--- src/rtl/trunc_issue_stage.sv ---
// -----------------------------------------------------------------------------
// trunc_issue_stage
//
// Registered issue/retire stage around the combinational 32-bit truncate unit.
// Commands {a, dir, bite, tag} enter over a valid/ready handshake into a
// 2-entry circular queue. The queue head feeds Truncate_32bit, and its result
// is loaded into an output register together with a zero flag and the tag.
// The output register is presented downstream over valid/ready. A wrapping
// counter tracks how many results have been accepted downstream.
//
// Ports:
//   clk          system clock, rising edge
//   rst          synchronous active-high reset
//   in_valid     command present
//   in_ready     stage can accept a command (registered-state based)
//   in_a         32-bit operand
//   in_dir       0 = keep upper (bite+1) bits, 1 = keep lower (bite+1) bits
//   in_bite      truncation index
//   in_tag       opaque command tag
//   out_valid    result present
//   out_ready    consumer accepts the result this cycle
//   out_s        truncated result
//   out_zero     out_s == 0
//   out_tag      tag of the result
//   retired_cnt  number of results accepted downstream (wraps)
//   busy         queue non-empty or result pending
// -----------------------------------------------------------------------------

// Combinational truncate unit: keeps (bite+1) bits at the low end (dir=1) or
// the high end (dir=0) of a, clearing the rest.
module Truncate_32bit (
  input  logic [31:0] a,
  input  logic        dir,
  input  logic [4:0]  bite,
  output logic [31:0] s
);

  always_comb begin
    s = '0;
    for (int unsigned i = 0; i < 32; i++) begin
      if (dir) begin
        if (i <= 32'(bite)) s[i] = a[i];
      end else begin
        if (i >= 32'd31 - 32'(bite)) s[i] = a[i];
      end
    end
  end

endmodule

module trunc_issue_stage #(
  parameter int TAG_W = 4,
  parameter int CNT_W = 16
) (
  input  logic             clk,
  input  logic             rst,
  input  logic             in_valid,
  output logic             in_ready,
  input  logic [31:0]      in_a,
  input  logic             in_dir,
  input  logic [4:0]       in_bite,
  input  logic [TAG_W-1:0] in_tag,
  output logic             out_valid,
  input  logic             out_ready,
  output logic [31:0]      out_s,
  output logic             out_zero,
  output logic [TAG_W-1:0] out_tag,
  output logic [CNT_W-1:0] retired_cnt,
  output logic             busy
);

  // Command queue storage (data only, no reset needed)
  logic [31:0]      q_a    [2];
  logic             q_dir  [2];
  logic [4:0]       q_bite [2];
  logic [TAG_W-1:0] q_tag  [2];

  logic       wr_ptr;
  logic       rd_ptr;
  logic [1:0] count;

  logic        push;
  logic        pop;
  logic        out_free;
  logic [31:0] head_s;

  // in_ready looks only at the registered count, so a full queue cannot take
  // a new command in the same cycle it pops; the upstream retries next cycle.
  assign in_ready = (count < 2'd2);
  assign push     = in_valid && in_ready;
  assign out_free = !out_valid || out_ready;
  assign pop      = (count != 2'd0) && out_free;
  assign busy     = (count != 2'd0) || out_valid;

  Truncate_32bit u_trunc (
    .a    (q_a[rd_ptr]),
    .dir  (q_dir[rd_ptr]),
    .bite (q_bite[rd_ptr]),
    .s    (head_s)
  );

  always_ff @(posedge clk) begin
    if (push) begin
      q_a[wr_ptr]    <= in_a;
      q_dir[wr_ptr]  <= in_dir;
      q_bite[wr_ptr] <= in_bite;
      q_tag[wr_ptr]  <= in_tag;
    end
  end

  always_ff @(posedge clk) begin
    if (rst) begin
      wr_ptr <= 1'b0;
      rd_ptr <= 1'b0;
      count  <= '0;
    end else begin
      if (push) wr_ptr <= ~wr_ptr;
      if (pop)  rd_ptr <= ~rd_ptr;
      case ({push, pop})
        2'b10:   count <= count + 2'd1;
        2'b01:   count <= count - 2'd1;
        default: count <= count;
      endcase
    end
  end

  always_ff @(posedge clk) begin
    if (rst) begin
      out_valid <= 1'b0;
      out_s     <= '0;
      out_zero  <= 1'b0;
      out_tag   <= '0;
    end else if (pop) begin
      out_valid <= 1'b1;
      out_s     <= head_s;
      out_zero  <= (head_s == 32'd0);
      out_tag   <= q_tag[rd_ptr];
    end else if (out_valid && out_ready) begin
      out_valid <= 1'b0;
    end
  end

  always_ff @(posedge clk) begin
    if (rst) begin
      retired_cnt <= '0;
    end else if (out_valid && out_ready) begin
      retired_cnt <= retired_cnt + 1'b1;
    end
  end

endmodule

--- config.mk ---
export PLATFORM = sky130hd
export DESIGN_NAME = trunc_issue_stage
export DESIGN_NICKNAME = d
export VERILOG_FILES = /design/src/rtl/trunc_issue_stage.sv
export SDC_FILE = /design/constraint.sdc
export NUM_CORES = 1
export LEC_CHECK = 0
export BUFFER_PORTS_ARGS = -buffer_cell sky130_fd_sc_hd__buf_2
export CORE_MARGIN = 4
export CORE_UTILIZATION = 38
export CTS_CLUSTER_DIAMETER = 150
export CTS_CLUSTER_SIZE = 25
export DETAILED_ROUTE_END_ITERATION = 7
export PLACE_DENSITY = 0.59
export REMOVE_ABC_BUFFERS = 1
export SYNTH_ARGS = -nofsm -noshare
export SYNTH_HDL_FRONTEND = slang
export SYNTH_SLANG_ARGS = --single-unit
--- constraint.sdc ---
create_clock -name clk -period 3 [get_ports clk]
set_input_delay 0 -clock clk [delete_from_list [all_inputs] [get_ports clk]]
set_output_delay 0 -clock clk [all_outputs]
set_load 0.005 [all_outputs]
==> impl_metrics.ini, run 1 <==
[outcome]
status = finished, final reports clean

[critical_path]
worstPathCellList = buf_12, nor3_1, a21oi_1, nor2_1, a2111oi_0, nor2_1, nand3_1, o41ai_2
critPathRequiredTime_ns = 3.31
ff2ff_path_depth = 8
r2r_slack_ns = 0.28
critical_path.max_fanout = 40
cp_common_cell = sky130_fd_sc_hd__nor2_1
timing.critical_path.slowest_stage_cell = sky130_fd_sc_hd__a2111oi_0
arrival_time_at_the_worst_endpoint_ns = 3.02
criticalPathCategory = flip-flop to flip-flop
cp-end-kind = flip-flop
setup.worst_path.start_class = flip-flop
rr_endpoint = out_zero
timing.critical_path.slowest_cell_delay_ns = 0.67

[cts]
cts_bufs_inserted = 17
max-clock-path-buffers = 2
cts_sinks = 143
cts-resized-gates = 0
insertion_delay_ns = 0.42
cts_tree = built
cts.reportedPaths.clkPinSlew_ns = 0.06
cts.repair_timing.setup_buffer_count = 0
clk_root_buffer_cell = sky130_fd_sc_hd__clkbuf_16
ctsHtreeMaxLevel = 4

[cells_and_area]
design.final.nets = 741
flow.area_growth_from_synthesis_pct = 30.6
diodes = 0
fill_cells = 1442
final_layout_size_suffix_gt1_frac = 0.224
final_common_cell = sky130_fd_sc_hd__buf_2
ff_latch_area_sq_um = 3700
footprint_of_the_multi_input_gates_sq_um = 2220
stdcell_count = 917
most_used_cells_in_the_layout_excluding_fill_and_tap_cells = sky130_fd_sc_hd__buf_2 (101), sky130_fd_sc_hd__edfxtp_1 (84), sky130_fd_sc_hd__nor2_1 (71)

[global_route]
antenna_found_initial = 0
grt_util_met2 = 0.276
globalRouteTotalUtil = 0.174
grt_util_met3 = 0.0386
via_count_of_the_first_global_routing_pass = 4691
grtUsageMet1 = 0.225
grt_max_degree = 47
top_usage_layer = met2
grt_pass1_wl_um = 24400
grt_remaining_overflow = 0

[routing]
post_detailed_route_count_of_antenna_violating_nets = 0
route.vias.total = 4718
average_wire_per_cell_in_the_routed_design_um = 16.8
detail_route.first_pass.iterations = 6
vias_per_cell = 5.15
post-route-drc-count = 0
drt_iter0_drc = 327
routed_wirelength_um = 15400

[power_and_ir_drop]
internal-power_mw = 5.07
total_switching_power_mw = 2.45
worst_ir_drop_vdd_v = 0.000484
power.sequential.fraction = 0.359
clock_power_share = 0.332
comb_power_share = 0.308
power.share.switching = 0.326
power.total_mw = 7.52
pwr_density_cell_nw_per_um2 = 948
power.static_leakage_nw = 3.01

[synth]
synthesis.instances = 551
mappedNetlistArea_sq_um = 6070
post_synth.cell_area_avg_sq_um = 11.0
synth-simple-area-share = 0.151
netlist.area_leader.share = 0.415
synth_compound_gate_area_share = 0.119
yosys_register_bits = 143
synth-main-ff-cell = sky130_fd_sc_hd__edfxtp_1
synth_fa_ha_area_frac = 0.00412
synth_top_family_by_area = simple AND/OR/NAND/NOR gates
synth_sequential_area_ratio = 0.610
synthTopCellsByArea = sky130_fd_sc_hd__edfxtp_1 (42%), sky130_fd_sc_hd__dfxtp_1 (19%), sky130_fd_sc_hd__mux2i_1 (4.8%)
netlist-cell-type-count = 54
post_synth_edffs = 84
mux_share_of_post_synthesis_cell_area = 0.0641
netlist.top_cell.by_area = sky130_fd_sc_hd__edfxtp_1
yosysWarningCount = 0
synth_xor_xnor_area_share = 0.0231
share_of_synthesized_flip_flops_with_an_asynchronous_set_or_reset = 0

[place]
dp.cells = 842
detailed_place_hpwl_um = 10800
io_buffer_count = 101
globalplace.congestion = 0.899
pre_cts_slack_ns = 0.293

[timing]
rsz0062_at_grt = no
minimum_period_implied_by_the_final_worst_setup_slack_ns = 2.72
final-setup-viol-count = 0
worst_slew_margin_rel = 0.496
final_min_period_over_clock_period = 0.906
drv_slew = 0
actual_transition_at_the_worst_max_transition_pin_ns = 0.736
hold_violations = 0
fin_worst_skew_ns = 0.00858
holdWs_ns = 0.0458
tns_ns = 0
timing.final.ws_setup_ns = 0.282
clock.fmax_mhz = 368

[floorplanning]
floorplan.die.height_um = 134
die-width_um = 134
fp.dieArea_sq_um = 18100
fp-row-count = 45
core_sq_um = 15400
initial_core_util = 0.394
num_io_pins = 102

[min_path]
worst_hold_path_startpoint = in_valid
hold_depth = 4
worstHoldPathType = primary input to flip-flop
hold-path-endpoint = wr_ptr

[job]
max_cap_viol_count = 0
## flip-flops by register name, summed over array words and instances, names as in the netlist, 2 cells and up, named ones only
signal / cells
count: 2
out_s: 32
out_tag: 4
q_a: 64
q_bite: 10
q_dir: 2
q_tag: 8
retired_cnt: 16
## worst max path at each step
stage	start	to	cells after the start
CTS	flip-flop	out_zero	8
floorplan	count[0]	count[1]	5
global route	flip-flop	out_zero	8
detailed placement	flip-flop	out_zero	8
global placement	flip-flop	out_zero	8
finish	flip-flop	out_zero	8
## layer usage
metal  part of all wire  vias to the layer above
li1                   -                     2293
met1               0.45                     2232
met2               0.47                      161
met3              0.059                       32
met4              0.025                        0
met5                  0                        -
## worst max-delay path: cells and delay by family (launching register included)
| family | cells | cell delay (ns) |
|---|---|---|
| AOI/OAI and AO/OA | 3 | 1.16 |
| DFF | 1 | 0.60 |
| buffers and inverters | 1 | 0.29 |
| and+or+nand+nor | 4 | 0.54 |
## cells in the mapped netlist (3+ instances only)
| cell | number |
|---|---|
| sky130_fd_sc_hd__edfxtp_1 | 84 |
| sky130_fd_sc_hd__nor2_1 | 72 |
| sky130_fd_sc_hd__nand2_1 | 63 |
| sky130_fd_sc_hd__dfxtp_1 | 59 |
| sky130_fd_sc_hd__a21oi_1 | 53 |
| sky130_fd_sc_hd__mux2i_1 | 29 |
| sky130_fd_sc_hd__clkbuf_1 | 19 |
| sky130_fd_sc_hd__o21ai_0 | 18 |
| sky130_fd_sc_hd__nor3_1 | 13 |
| sky130_fd_sc_hd__nand3_1 | 12 |
| sky130_fd_sc_hd__xor2_1 | 12 |
| sky130_fd_sc_hd__nand2b_1 | 8 |
| sky130_fd_sc_hd__a211oi_1 | 6 |
| sky130_fd_sc_hd__or3_1 | 6 |
| sky130_fd_sc_hd__and3_1 | 5 |
| sky130_fd_sc_hd__buf_2 | 5 |
| sky130_fd_sc_hd__mux2_2 | 5 |
| sky130_fd_sc_hd__nand4_1 | 5 |
| sky130_fd_sc_hd__nor4_1 | 5 |
| sky130_fd_sc_hd__a2111o_1 | 4 |
| sky130_fd_sc_hd__a2111oi_0 | 4 |
| sky130_fd_sc_hd__buf_4 | 4 |
| sky130_fd_sc_hd__inv_1 | 4 |
| sky130_fd_sc_hd__nor2b_1 | 4 |
| sky130_fd_sc_hd__o221ai_1 | 4 |
| sky130_fd_sc_hd__o22ai_1 | 4 |
| sky130_fd_sc_hd__xnor2_1 | 4 |
| sky130_fd_sc_hd__o211ai_1 | 3 |
| sky130_fd_sc_hd__or4_1 | 3 |
## cell families (layout without fill, tap and decap cells)
kind of cell	after synthesis	in the layout
compound gates	113	113
mux	37	37
flops	143	143
fa+ha+maj	2	2
simple gates	203	203
buf+inv	37	192
xor+xnor	16	16
## power groups by stage
stage          sequential (mW)  combinational (mW)  clock (mW)
6_report                  2.70                2.32        2.50
5_1_grt                   2.74                2.57        2.64
4_1_cts                   2.70                2.33        2.54
3_5_place_dp              2.74                2.28           0
3_3_place_gp              2.73                2.25           0
2_1_floorplan             2.79                1.38           0
## metrics by stage
stage | cell area [sq um] | utilization
after global placement | 6800 | 0.441
after global routing | 7930 | 0.514
after floorplan | 5920 | -
final | 7930 | 0.514
after CTS | 7930 | 0.514
after detailed placement | 6800 | 0.441
## area by class of cell
class | count | share of cell area
sequential | 143 | 0.467
multi-input combinational | 371 | 0.279
timing repair buffer | 155 | 0.130
clock buffer | 18 | 0.0541
clock inverter | 14 | 0.0338
tap | 211 | 0.0333
inverter | 5 | 0.00237
## repair_timing
action                     4_1_cts  5_1_grt
setup endpoints to repair        0        0
hold buffers                    43        0
hold endpoints to repair        87        0
No activity file was read; power rests on OpenSTA's default activity.
==> inputs of run 2 (changes only) <==
CELL_PAD_IN_SITES_DETAIL_PLACEMENT = 1   (was not set)
CELL_PAD_IN_SITES_GLOBAL_PLACEMENT = 1   (was not set)
PLACE_DENSITY = 0.71   (was 0.59)
==> impl_metrics.ini, run 2 (same netlist as run 1, synthesis figures left out) <==
[floorplanning]
floorplan.die.height_um = 134
fp-row-count = 45
core_sq_um = 15400
fp.dieArea_sq_um = 18100
num_io_pins = 102
die-width_um = 134
initial_core_util = 0.394

[global_route]
grt_pass1_wl_um = 28200
grtUsageMet1 = 0.255
via_count_of_the_first_global_routing_pass = 5096
top_usage_layer = met2
antenna_found_initial = 0
grt_remaining_overflow = 0
grt_util_met2 = 0.343
grt_util_met3 = 0.0623
grt_max_degree = 39
globalRouteTotalUtil = 0.204

[cells_and_area]
footprint_of_the_multi_input_gates_sq_um = 2220
most_flop_heavy_register = q_a
final_common_cell = sky130_fd_sc_hd__buf_2
fill_cells = 1732
final_layout_size_suffix_gt1_frac = 0.231
diodes = 0
ff_latch_area_sq_um = 3700
design.final.nets = 744
most_used_cells_in_the_layout_excluding_fill_and_tap_cells = sky130_fd_sc_hd__buf_2 (101), sky130_fd_sc_hd__edfxtp_1 (84), sky130_fd_sc_hd__nor2_1 (71)
reg_top3 = q_a: 64 flops, out_s: 32 flops, retired_cnt: 16 flops
flow.area_growth_from_synthesis_pct = 28.9
largest_reg_flops = 64
stdcell_count = 920
finish.utilization = 0.508

[critical_path]
criticalPathCategory = flip-flop to flip-flop
setup.worst_path.start_class = flip-flop
worstPathCellList = nor3_1, a21oi_1, nor2_1, a2111oi_0, nor4_1, nand3_1, o41ai_2
critical_path.max_fanout = 24
worstPathBufferInverterCount = 0
critPathRequiredTime_ns = 3.30
timing.critical_path.slowest_stage_cell = sky130_fd_sc_hd__a2111oi_0
r2r_slack_ns = 0.16
cpLargestDelayFamily = compound AO/OA/AOI/OAI gates
cp-end-kind = flip-flop
arrival_time_at_the_worst_endpoint_ns = 3.14
timing.critical_path.slowest_cell_delay_ns = 0.92

[timing]
tns_ns = 0
actual_transition_at_the_worst_max_transition_pin_ns = 1.07
holdWs_ns = 0.0607
hold_violations = 0
timing.final.ws_setup_ns = 0.159
minimum_period_implied_by_the_final_worst_setup_slack_ns = 2.84
rsz0062_at_grt = no
clock.fmax_mhz = 352
drv_slew = 0
fin_worst_skew_ns = 0.00718
final_min_period_over_clock_period = 0.947
final-setup-viol-count = 0
worst_slew_margin_rel = 0.265

[cts]
ctsHtreeMaxLevel = 4
clk_root_buffer_cell = sky130_fd_sc_hd__clkbuf_16
cts_tree = built
insertion_delay_ns = 0.42
cts-resized-gates = 0
max-clock-path-buffers = 2
cts_sinks = 143
cts_bufs_inserted = 17
cts.reportedPaths.clkPinSlew_ns = 0.06

[min_path]
worst_hold_path_startpoint = in_valid
worstHoldPathType = primary input to flip-flop

[routing]
route.vias.total = 4764
vias_per_cell = 5.18
drt_iter0_drc = 342
average_wire_per_cell_in_the_routed_design_um = 19.3
detail_route.first_pass.iterations = 5
post_detailed_route_count_of_antenna_violating_nets = 0
routed_wirelength_um = 17800
post-route-drc-count = 0

[place]
dp.cells = 845
detailed_place_hpwl_um = 12500
globalplace.congestion = 0.863
pre_cts_slack_ns = 0.230
io_buffer_count = 101

[outcome]
status = finished, final reports clean

[job]
max_cap_viol_count = 0

[power_and_ir_drop]
worst_ir_drop_vdd_v = 0.000431
pwr_density_cell_nw_per_um2 = 915
power.static_leakage_nw = 2.98
-- run 2: final cells by class --
class / instances / share of cell area
Sequential cell: 143 / 0.473
Multi-Input combinational cell: 371 / 0.283
Timing Repair Buffer: 158 / 0.135
Clock buffer: 24 / 0.0671
Tap cell: 211 / 0.0337
Clock inverter: 8 / 0.00607
Inverter: 5 / 0.00240
-- run 2: metrics by stage --
stage	area (sq um)	power, mW
after floorplan	5920	4.17
after global placement	6830	5.08
after detailed placement	6830	5.13
after CTS	7830	7.23
after global routing	7830	7.61
final	7830	7.16
-- run 2: worst register-to-register path: cells and delay by family (launching register included) --
kind / cells / cell delay [ns]
and+or+nand+nor: 4 / 0.51
DFF: 1 / 0.61
AOI/OAI and AO/OA: 3 / 1.60
-- run 2: timing repair --
item | 4_1_cts | 5_1_grt
hold buffers | 43 | 0
buffers inserted | 0 | 0
hold endpoints to repair | 86 | 0
-- run 2: path summary, 6_finish.rpt --
kind                    end  cells after the start
setup / recovery   out_zero                      7
hold reg to reg   out_s[19]                      2
hold / removal       wr_ptr                      4
setup reg to reg   out_zero                      7
-- run 2: routing by layer --
layer / vias to the layer above / routed length [um] / share of wire
li1: 2297 / - / -
met5: - / 0 / 0
met4: 0 / 184 / 0.010
met1: 2308 / 7640 / 0.43
met3: 17 / 1080 / 0.061
met2: 142 / 8840 / 0.50
-- run 2: report_power, final --
group / switching (mW) / internal, mW / leakage, nW
clock: 0.800 / 1.22 / 0.290
combinational: 1.52 / 0.904 / 1.43
sequential: 0.256 / 2.46 / 1.26
==> inputs of run 3 (changes only) <==
CAP_MARGIN = 20   (was not set)
CORE_ASPECT_RATIO = 0.9   (was not set)
REMOVE_ABC_BUFFERS = not set   (was 1)
==> impl_metrics.ini, run 3 (same netlist as run 1, synthesis figures left out) <==
[outcome]
status = finished, final reports clean

[cts]
insertion_delay_ns = 0.45
cts_sinks = 143
ctsHtreeMaxLevel = 4
cts.repair_timing.setup_buffer_count = 0
clk_root_buffer_cell = sky130_fd_sc_hd__clkbuf_16
cts.reportedPaths.clkPinSlew_ns = 0.06
max-clock-path-buffers = 2
cts_bufs_inserted = 17
cts_tree = built

[critical_path]
worstPathCellList = buf_4, a211oi_1, a311o_1, a2111oi_1, nor4_1, nand3_1, o41ai_2
r2r_slack_ns = 0.26
rr_endpoint = out_zero
cpLargestDelayFamily = compound AO/OA/AOI/OAI gates
critPathRequiredTime_ns = 3.33
timing.critical_path.slowest_stage_cell = sky130_fd_sc_hd__dfxtp_2
worstPathBufferInverterCount = 1
arrival_time_at_the_worst_endpoint_ns = 3.07
ff2ff_path_depth = 7
worst_setup_path_endpoint = out_zero
critical_path_depth = 7
critical_path.max_fanout = 34
timing.critical_path.slowest_cell_delay_ns = 0.80
cp-end-kind = flip-flop
criticalPathCategory = flip-flop to flip-flop
setup.worst_path.start_class = flip-flop

[floorplanning]
die-width_um = 141
num_io_pins = 102
initial_core_util = 0.391
floorplan.die.height_um = 128
fp.dieArea_sq_um = 18100
core_sq_um = 15500
fp-row-count = 43

[timing]
drv_slew = 0
clock.fmax_mhz = 365
rsz0062_at_grt = no
final_min_period_over_clock_period = 0.914
fin_worst_skew_ns = 0.0398
minimum_period_implied_by_the_final_worst_setup_slack_ns = 2.74
final-setup-viol-count = 0
tns_ns = 0
actual_transition_at_the_worst_max_transition_pin_ns = 0.726
worst_slew_margin_rel = 0.516
hold_violations = 0

[cells_and_area]
design.final.nets = 748
most_used_cells_in_the_layout_excluding_fill_and_tap_cells = sky130_fd_sc_hd__buf_2 (101), sky130_fd_sc_hd__edfxtp_1 (84), sky130_fd_sc_hd__nor2_1 (71)
final_common_cell = sky130_fd_sc_hd__buf_2
final_layout_size_suffix_gt1_frac = 0.233
stdcell_count = 915
most_flop_heavy_register = q_a
reg_top3 = q_a: 64 flops, out_s: 32 flops, retired_cnt: 16 flops
flow.area_growth_from_synthesis_pct = 29.2
diodes = 0
largest_reg_flops = 64

[routing]
post_detailed_route_count_of_antenna_violating_nets = 0
detail_route.first_pass.iterations = 5
routed_wirelength_um = 18300
average_wire_per_cell_in_the_routed_design_um = 20.0
drt_iter0_drc = 288
post-route-drc-count = 0
vias_per_cell = 5.30
route.vias.total = 4848

[global_route]
grt_remaining_overflow = 0
grtUsageMet1 = 0.264
globalRouteTotalUtil = 0.210
grt_util_met3 = 0.0548
grt_util_met2 = 0.344
antenna_found_initial = 0
via_count_of_the_first_global_routing_pass = 5123
grt_pass1_wl_um = 28700
grt_max_degree = 47
top_usage_layer = met2

[synth]
syn_nets = 599

[job]
max_cap_viol_count = 0

[place]
detailed_place_hpwl_um = 12700
io_buffer_count = 101
dp.cells = 840
globalplace.congestion = 0.897

[power_and_ir_drop]
worst_ir_drop_vdd_v = 0.000564
power.static_leakage_nw = 2.98
pwr_density_cell_nw_per_um2 = 924

[min_path]
worstHoldPathType = primary input to flip-flop
[run 3: cell types whose count changed in the layout (fill, tap and decap cells not counted), moves of 2 or more]
cell / previous run / this run
sky130_fd_sc_hd__buf_4: 13 / 17
sky130_fd_sc_hd__clkinv_2: 4 / 0
sky130_fd_sc_hd__clkbuf_16: 20 / 17
sky130_fd_sc_hd__inv_4: 3 / 0
sky130_fd_sc_hd__inv_6: 0 / 3
sky130_fd_sc_hd__bufinv_16: 0 / 2
sky130_fd_sc_hd__clkinv_1: 0 / 2
sky130_fd_sc_hd__clkinv_4: 1 / 3
sky130_fd_sc_hd__clkinvlp_4: 0 / 2
[run 3: where the power goes]
part | internal (mW) | switching [mW]
Sequential | 2.46 | 0.285
Clock | 1.23 | 0.831
Combinational | 0.938 | 1.51
Total | 4.63 | 2.63
[run 3: worst min-delay path, delay by kind of cell]
family        cells  cell delay [ns]
xor+xnor          1             0.10
buf+inv           1             0.10
simple gates      2             0.23
[run 3: worst min path at each step]
| stage | from | endpoint | slack, ns | depth (start not counted) |
|---|---|---|---|---|
| 2_1_floorplan | in_a[0] | q_a[0][0] | 0.1 | 0 |
| 3_3_place_gp | in_a[14] | q_a[0][14] | 0.19 | 1 |
| 3_5_place_dp | in_a[9] | q_a[1][9] | 0.19 | 1 |
| 4_1_cts | in_valid | wr_ptr | 0.03 | 4 |
| 5_1_grt | rst | out_s[6] | 0.05 | 2 |
| 6_report | in_valid | wr_ptr | 0.02 | 4 |
[run 3: area by class of cell]
class	count	area [sq um]
Clock buffer	20	437
Multi-Input combinational cell	371	2220
Timing Repair Buffer	162	1080
Sequential cell	143	3700
Inverter	5	18.8
Fill cell	1672	7700
Tap cell	202	253
Clock inverter	12	135
[run 3: through the flow]
stage          hold WS, ns   util  worst slack, ns  power (mW)  cell area [sq um]
2_1_floorplan       0.0989      -            0.275        4.27               6070
4_1_cts             0.0265  0.505            0.210        7.30               7850
3_3_place_gp         0.187  0.440            0.350        5.12               6850
6_report            0.0203  0.505            0.258        7.25               7850
3_5_place_dp         0.191  0.440            0.243        5.17               6850
5_1_grt             0.0468  0.505           0.0556        7.69               7850
[run 3: metal layers]
layer,part of all wire,vias up
li1,-,2312
met1,0.43,2378
met2,0.50,134
met3,0.055,24
met4,0.021,0
met5,0,-
[run 3: what timing repair did]
item | CTS | global route
endpoints found under the setup margin | 0 | 1
gates resized for setup | 0 | 1
endpoints found under the hold margin | 87 | 0
hold buffers | 43 | 0
